## src/rtl/de1_key_conditioner.sv

```systemverilog
// de1_key_conditioner: per-key synchronizer, debounce FSM and press/release strobes for DE1-SoC keys.
// Define KEY_AUTOREPEAT_EN to add held-key repeat strobes on press_pulse.
module de1_key_conditioner #(
  parameter int N_KEYS          = 4,
  parameter int DEBOUNCE_CYCLES = 1000000,
  parameter int REPEAT_DELAY    = 25000000,
  parameter int REPEAT_PERIOD   = 5000000,
  parameter int CNT_W           = 32
) (
  input  logic              clk_clk,
  input  logic              reset_reset_n,
  input  logic [N_KEYS-1:0] key_n,
  output logic [N_KEYS-1:0] keys_level,
  output logic [N_KEYS-1:0] press_pulse,
  output logic [N_KEYS-1:0] release_pulse,
  output logic              any_press
);
  typedef enum logic [1:0] {UP, UP_CHK, DOWN, DN_CHK} state_t;
  localparam logic [CNT_W-1:0] DEB_LAST = CNT_W'(DEBOUNCE_CYCLES - 1);
`ifdef KEY_AUTOREPEAT_EN
  localparam logic [CNT_W-1:0] RPT_LAST   = CNT_W'(REPEAT_DELAY - 1);
  localparam logic [CNT_W-1:0] RPT_RELOAD = CNT_W'(REPEAT_DELAY - REPEAT_PERIOD);
`endif
  logic [N_KEYS-1:0] sync1_q, sync2_q, press_d;
  always_ff @(posedge clk_clk) begin
    if (!reset_reset_n) begin
      sync1_q   <= '1;
      sync2_q   <= '1;
      any_press <= 1'b0;
    end else begin
      sync1_q   <= key_n;
      sync2_q   <= sync1_q;
      any_press <= |press_d;
    end
  end
  for (genvar k = 0; k < N_KEYS; k++) begin : g_key
    state_t state_q, state_d;
    logic [CNT_W-1:0] cnt_q, cnt_d;
    logic lvl_q, lvl_d, prs_q, prs_d, rel_q, rel_d, pressed_s;
    assign pressed_s        = ~sync2_q[k];
    assign keys_level[k]    = lvl_q;
    assign press_pulse[k]   = prs_q;
    assign release_pulse[k] = rel_q;
    assign press_d[k]       = prs_d;
`ifdef KEY_AUTOREPEAT_EN
    logic [CNT_W-1:0] rpt_q, rpt_d;
    logic rpt_hit;
    assign rpt_hit = rpt_q == RPT_LAST;
`endif
    always_comb begin
      state_d = state_q;
      cnt_d   = cnt_q;
      lvl_d   = lvl_q;
      prs_d   = 1'b0;
      rel_d   = 1'b0;
      case (state_q)
        UP: begin
          state_d = pressed_s ? UP_CHK : UP;
          cnt_d   = pressed_s ? CNT_W'(1) : '0;
        end
        UP_CHK:
          if (!pressed_s) begin
            state_d = UP;
            cnt_d   = '0;
          end else if (cnt_q == DEB_LAST) begin
            state_d = DOWN;
            cnt_d   = '0;
            lvl_d   = 1'b1;
            prs_d   = 1'b1;
          end else cnt_d = cnt_q + CNT_W'(1);
        DOWN:
          if (!pressed_s) begin
            state_d = DN_CHK;
            cnt_d   = CNT_W'(1);
          end
        default:
          if (pressed_s) state_d = DOWN;
          else if (cnt_q == DEB_LAST) begin
            state_d = UP;
            cnt_d   = '0;
            lvl_d   = 1'b0;
            rel_d   = 1'b1;
          end else cnt_d = cnt_q + CNT_W'(1);
      endcase
`ifdef KEY_AUTOREPEAT_EN
      rpt_d = rpt_q;
      // The repeat timer keeps running through a DN_CHK bounce and dies only on the final release.
      if (state_q == UP_CHK && state_d == DOWN) rpt_d = '0;
      else if ((state_q == DOWN || state_q == DN_CHK) && state_d != UP) begin
        rpt_d = rpt_hit ? RPT_RELOAD : rpt_q + CNT_W'(1);
        prs_d = rpt_hit;
      end
`endif
    end
    always_ff @(posedge clk_clk) begin
      if (!reset_reset_n) begin
        state_q <= UP;
        cnt_q   <= '0;
        lvl_q   <= 1'b0;
        prs_q   <= 1'b0;
        rel_q   <= 1'b0;
`ifdef KEY_AUTOREPEAT_EN
        rpt_q   <= '0;
`endif
      end else begin
        state_q <= state_d;
        cnt_q   <= cnt_d;
        lvl_q   <= lvl_d;
        prs_q   <= prs_d;
        rel_q   <= rel_d;
`ifdef KEY_AUTOREPEAT_EN
        rpt_q   <= rpt_d;
`endif
      end
    end
  end
endmodule
```

## config.mk

```make
export PLATFORM = sky130hd
export DESIGN_NAME = de1_key_conditioner
export DESIGN_NICKNAME = d
export VERILOG_FILES = /design/src/rtl/de1_key_conditioner.sv
export SDC_FILE = /design/constraint.sdc
export NUM_CORES = 1
export LEC_CHECK = 0
export BUFFER_PORTS_ARGS = -buffer_cell sky130_fd_sc_hd__buf_2
export CAP_MARGIN = 10
export CORE_ASPECT_RATIO = 0.8
export CORE_MARGIN = 1.5
export CORE_UTILIZATION = 50
export CTS_CLUSTER_SIZE = 14
export DETAILED_ROUTE_END_ITERATION = 10
export PLACE_DENSITY = 0.66
export SETUP_SLACK_MARGIN = 0.3
export SYNTH_ARGS = -nofsm -noshare
export SYNTH_HDL_FRONTEND = slang
export SYNTH_SLANG_ARGS = --single-unit
export TNS_END_PERCENT = 50
```

## constraint.sdc

```tcl
create_clock -name clk_clk -period 2.16 [get_ports clk_clk]
set_input_delay 0.54 -clock clk_clk [delete_from_list [all_inputs] [get_ports clk_clk]]
set_output_delay 0.54 -clock clk_clk [all_outputs]
set_load 0.05 [all_outputs]
```

Word-level counts from Yosys, hierarchy flattened
Index checks and enable logic that the tools add are counted.

cells by class
  $add $sub $neg = 4
  equality and inequality tests = 28
  mux-type cells = 84
  bitwise gates (word level) = 9
  reduce and logical (&&, ||, !) cells = 33

operators by type and width
  operator               number
  $mux 32                16
  $pmux 32 s3            4
  $add 32x1->32 const B  4
  $eq 32x20->1 const B   4
  $mux 2                 20
  $mux 1                 36
  $pmux 2 s3             4
  $ne 5x1->1 const B     4
  $reduce_or 5->1        4
  $ne 2x2->1 const B     8
  $reduce_and 4->1       4
  $ne 3x3->1 const B     4
  $reduce_and 3->1       4
  $reduce_bool 3->1      4
  $not 1->1              9
  $eq 2x1->1 const B     4
  $eq 2x2->1 const B     4
  $logic_not 2->1        4
  $pmux 1 s2             4
  $reduce_and 2->1       4
  $reduce_bool 2->1      4
  $reduce_or 2->1        4
  $reduce_or 4->1        1

word-level totals
  register bits = 157
  input port bits = 6
  output and inout bits = 13
  logic and storage cells = 181

Depth between registers and ports, before layout
  depth in word-level cells = 5
  gate-level depth with buffers = 11
  gate-level depth less buffers = 9

Worst setup path after synthesis
Ideal clock, no wire load.

  path type = register to register
  start = register g_key[2].cnt_q[0]
  end = register g_key[2].cnt_q[22]
  library setup time = 0.122 ns
  data arrival time = 2.166 ns
  required time = 2.038 ns
  setup slack = -0.127 ns
  stages on the path, launching flop included = 8
  period minus slack after synthesis = 2.287 ns
  cells stage by stage = dfxtp_1 -> ha_1 -> or4b_2 -> nor4_2 -> a21oi_1 -> o31ai_4 -> buf_6 -> a21oi_1

between the ends
  longest elaborated chain between the ends = 4
  elaborated cells on any way between the ends = 6
  classes of those cells = add/sub: 1; eq/ne: 1; mux: 4

RTL lines
  item                                                  RTL line  RTL
  from (decl)                                           38        logic [CNT_W-1:0] cnt_q, cnt_d;
  from (signal assigned)                                107       cnt_q <= cnt_d;
  $add 32x1->32 / $eq 32x20->1 (equally long branches)  --
  $mux 32 (*)                                           65, 78
  $mux 32, on equally long branches                     77, 62
  $pmux 32 s3 (*)                                       56        case (state_q)

Every way passes the cells marked *; elsewhere a longest branch is shown, timed or not. The select of a mux whose other input is x is not followed.
A chain may end at the register's enable or synchronous reset.

Final worst setup path
  start = register g_key[1].cnt_q[6]
  end = register g_key[1].cnt_q[0]

between the ends
  longest elaborated chain between the ends = 4
  elaborated cells on any way between the ends = 5
  classes of those cells = eq/ne: 1; mux: 4

RTL lines
  item                               RTL line
  from (decl)                        38
  from (signal assigned)             107
  $eq 32x20->1 (*)                   65, 78
  $mux 32 (*)                        65, 78
  $mux 32, on equally long branches  77, 62
  $pmux 32 s3 (*)                    56

Marks and branches as above.

==> qor.yml <==
status: "finished clean"
rsz0062_at_grt: "true"
power_density_nw_per_um2: 620
period_needed_ps: 2090
clk_pin_slew_worst_paths_ps: 60
p_int_mw: 5.21
drive_gt1_share_pct: 35.4
holdBufCountCts: 0
synth_top_family_by_area: "simple AND/OR/NAND/NOR gates"
cp_max_fo: 5
antenna_left: 0
synth_area_per_cell_um2: 8.36
gp_congestion: 0.924
cp.required_ps: 2490
n_antenna_cell: 0
fin_worst_skew_ps: 9.58
fin_tns_setup_ps: 0
post_drt_wl_per_cell_um: 17.0
synthSimpleGateAreaFrac_pct: 33.1
cp-start-kind: "flop"
grt_pass1_vias: 6963
antenna_found_initial: 0
drc: 0
yosysUniqueCellTypes: 67
cts_tree: "done"
cp-end-kind: "flop"
drtIter0Drc: 487
worstSetupPathType: "flop to flop"
numCtsBuffers: 17
start_util_pct: 51.3
via_per_inst: 5.91
switching_share_pct: 24.3
fin_crit_sh_pct: 97.0
relSlewSlack_pct: 67.0
hold_class: "input port to flop"
numPortBuffers: 18
max_freq_ghz: 0.477
synth_edf_count: 0
synth-compound-area-share_pct: 10.3
clockPowerShare_pct: 46.7
yosysWarnings: 0
worst-endpoint-arrival_ps: 2420
track_usage_pct: 25.2
grt_max_degree: 32
drtPass1Iterations: 5
ioPinCount: 19
grt_overflow: 0
dieArea_um2: 17000
synth_cells: 970
rows: 41
place_hpwl_mm: 13.3
insertion_delay_ps: 440
fp.dieW_um: 145
via_count: 7815
syn_to_final_growth_pct: 36.8
slew_viol_final: 0
final_area_um2: 11100
synthMuxAreaShare_pct: 1.51
ys_ff_latch: 157
utilization_pct: 70.2
pwr-share-seq_pct: 43.3
power_frac_comb_pct: 10.0
placed_area_um2: 9150
synth-main-ff-cell: "dfxtp_1"
worst_slew_pin_slew_ps: 492
power.leakage_nw: 3.78
routed_wl_mm: 22.5
switchingPower_mw: 1.67
core_um2: 15800
grt_pass1_wl_mm: 34.7
synthArstFlopShare_pct: 0
clock_path_buffers: 2
hold_viol: 0
die_y_um: 117
synthesis.area_um2: 8110
setup-violations-final: 0
cts_sinks: 157
num-nets-final: 1120
yosysSeqAreaShare_pct: 38.8
r2r_slack_ps: 70
drv_cap: 0
clock-root-buffer: "clkbuf_16"
synthAdderAreaFrac_pct: 2.93
cts.htree.levels: 4
final_cell_mix: "114 x dfxtp_1, 114 x buf_4, 85 x nor2_1, 71 x nand2_1, 57 x nand4_1"
syn_nets: 995
peakVddDrop_uv: 512
synth_xor_xnor_area_share_pct: 8.43
[cell families after synthesis]
logic type / Yosys count
mux: 12
compound gates: 129
simple gates: 491
fa+ha+maj: 19
flops: 157
xor+xnor: 78
buf+inv: 84
[layout make-up]
cell class              instances  area, µm²
clock buffers                  22        495
clock inverters                 9        131
fillers                      1253       4710
inverters                      31        116
multi-input cells             730       5470
flip-flops and latches        157       3230
well taps                     215        269
repair buffers                158       1380
[through the flow]
step	instances	power, mW	setup slack [ps]	hold WS, ps
after floorplan	970	3.47	53.7	386
after global placement	1237	3.62	16.0	389
after detailed placement	1237	3.63	-67.2	394
after CTS	1306	6.87	105	271
after global routing	1322	7.12	12.5	279
final	1322	6.88	65.7	280
[synthesized netlist by cell type (all sizes together) (3+ instances only)]
master,number,share of area [%]
ha,19,2.9
a31oi,12,0.93
mux2i,10,1.2
a32oi,3,0.32
and2,9,0.69
clkbuf,29,1.4
o221ai,3,0.32
a21o,4,0.37
nand2,75,3.5
a21oi,42,2.6
nor3b,8,0.74
nor4b,12,1.4
dfxtp,157,39
nand3,43,2.7
nand4,60,4.9
a311oi,3,0.32
or3,21,1.6
or4,13,1.2
a211oi,5,0.46
nor4,35,3.0
xnor2,38,4.1
nor2b,10,0.77
buf,24,2.1
nor3,28,1.7
nor2,114,5.3
and3,21,1.6
o21ai,30,1.9
or4b,4,0.49
and4,12,1.3
xor2,40,4.3
or2,5,0.39
inv,31,1.4
o31ai,6,0.90
nand2b,14,1.1
[critical path: stages (launching register included)]
cell	delay, ps
dfxtp_4	340
or4b_4	530
or4_4	460
o31ai_4	290
buf_6	180
o22a_1	120
a21oi_1	50
[worst paths after layout]
kind / endpoint / cells after the start / start
worst min-delay path: sync1_q[1] / 2 / key_n[1]
worst max register to register: g_key[1].cnt_q[0] / 6 / g_key[1].cnt_q[6]
worst min register to register: sync2_q[2] / 1 / sync1_q[2]
worst max-delay path: g_key[1].cnt_q[0] / 6 / g_key[1].cnt_q[6]
[power groups by stage]
stage	registers (mW)	logic [mW]	clock network [mW]
after floorplan	3.05	0.418	0
final	2.98	0.685	3.22
after global routing	2.99	0.752	3.38
after CTS	2.98	0.628	3.26
after global placement	3.06	0.562	0
after detailed placement	3.06	0.568	0
[state kept, by name, summed over array words and instances (netlist names), named ones only]
| name | cells |
|---|---|
| g_key.cnt_q | 128 |
| any_press | 1 |
| g_key.prs_q | 4 |
| g_key.state_q | 4 |
| sync1_q | 4 |
| sync2_q | 4 |
| g_key.lvl_q | 4 |
| g_key.rel_q | 4 |
[routing by layer]
layer	track usage (%)	routed length, µm
met5	0	0
met1	34.5	10500
met2	38.9	10300
met4	10.3	542
met3	5.58	1120
[timing repair]
action / CTS / global route
cloned: 4 / 5
endpoints found under the hold margin: 0 / 0
setup buffers: 34 / 11
gates resized for setup: 78 / 128
endpoints found under the setup margin: 137 / 148
pin swaps: 14 / 40
(Power assumes the default switching activity.)
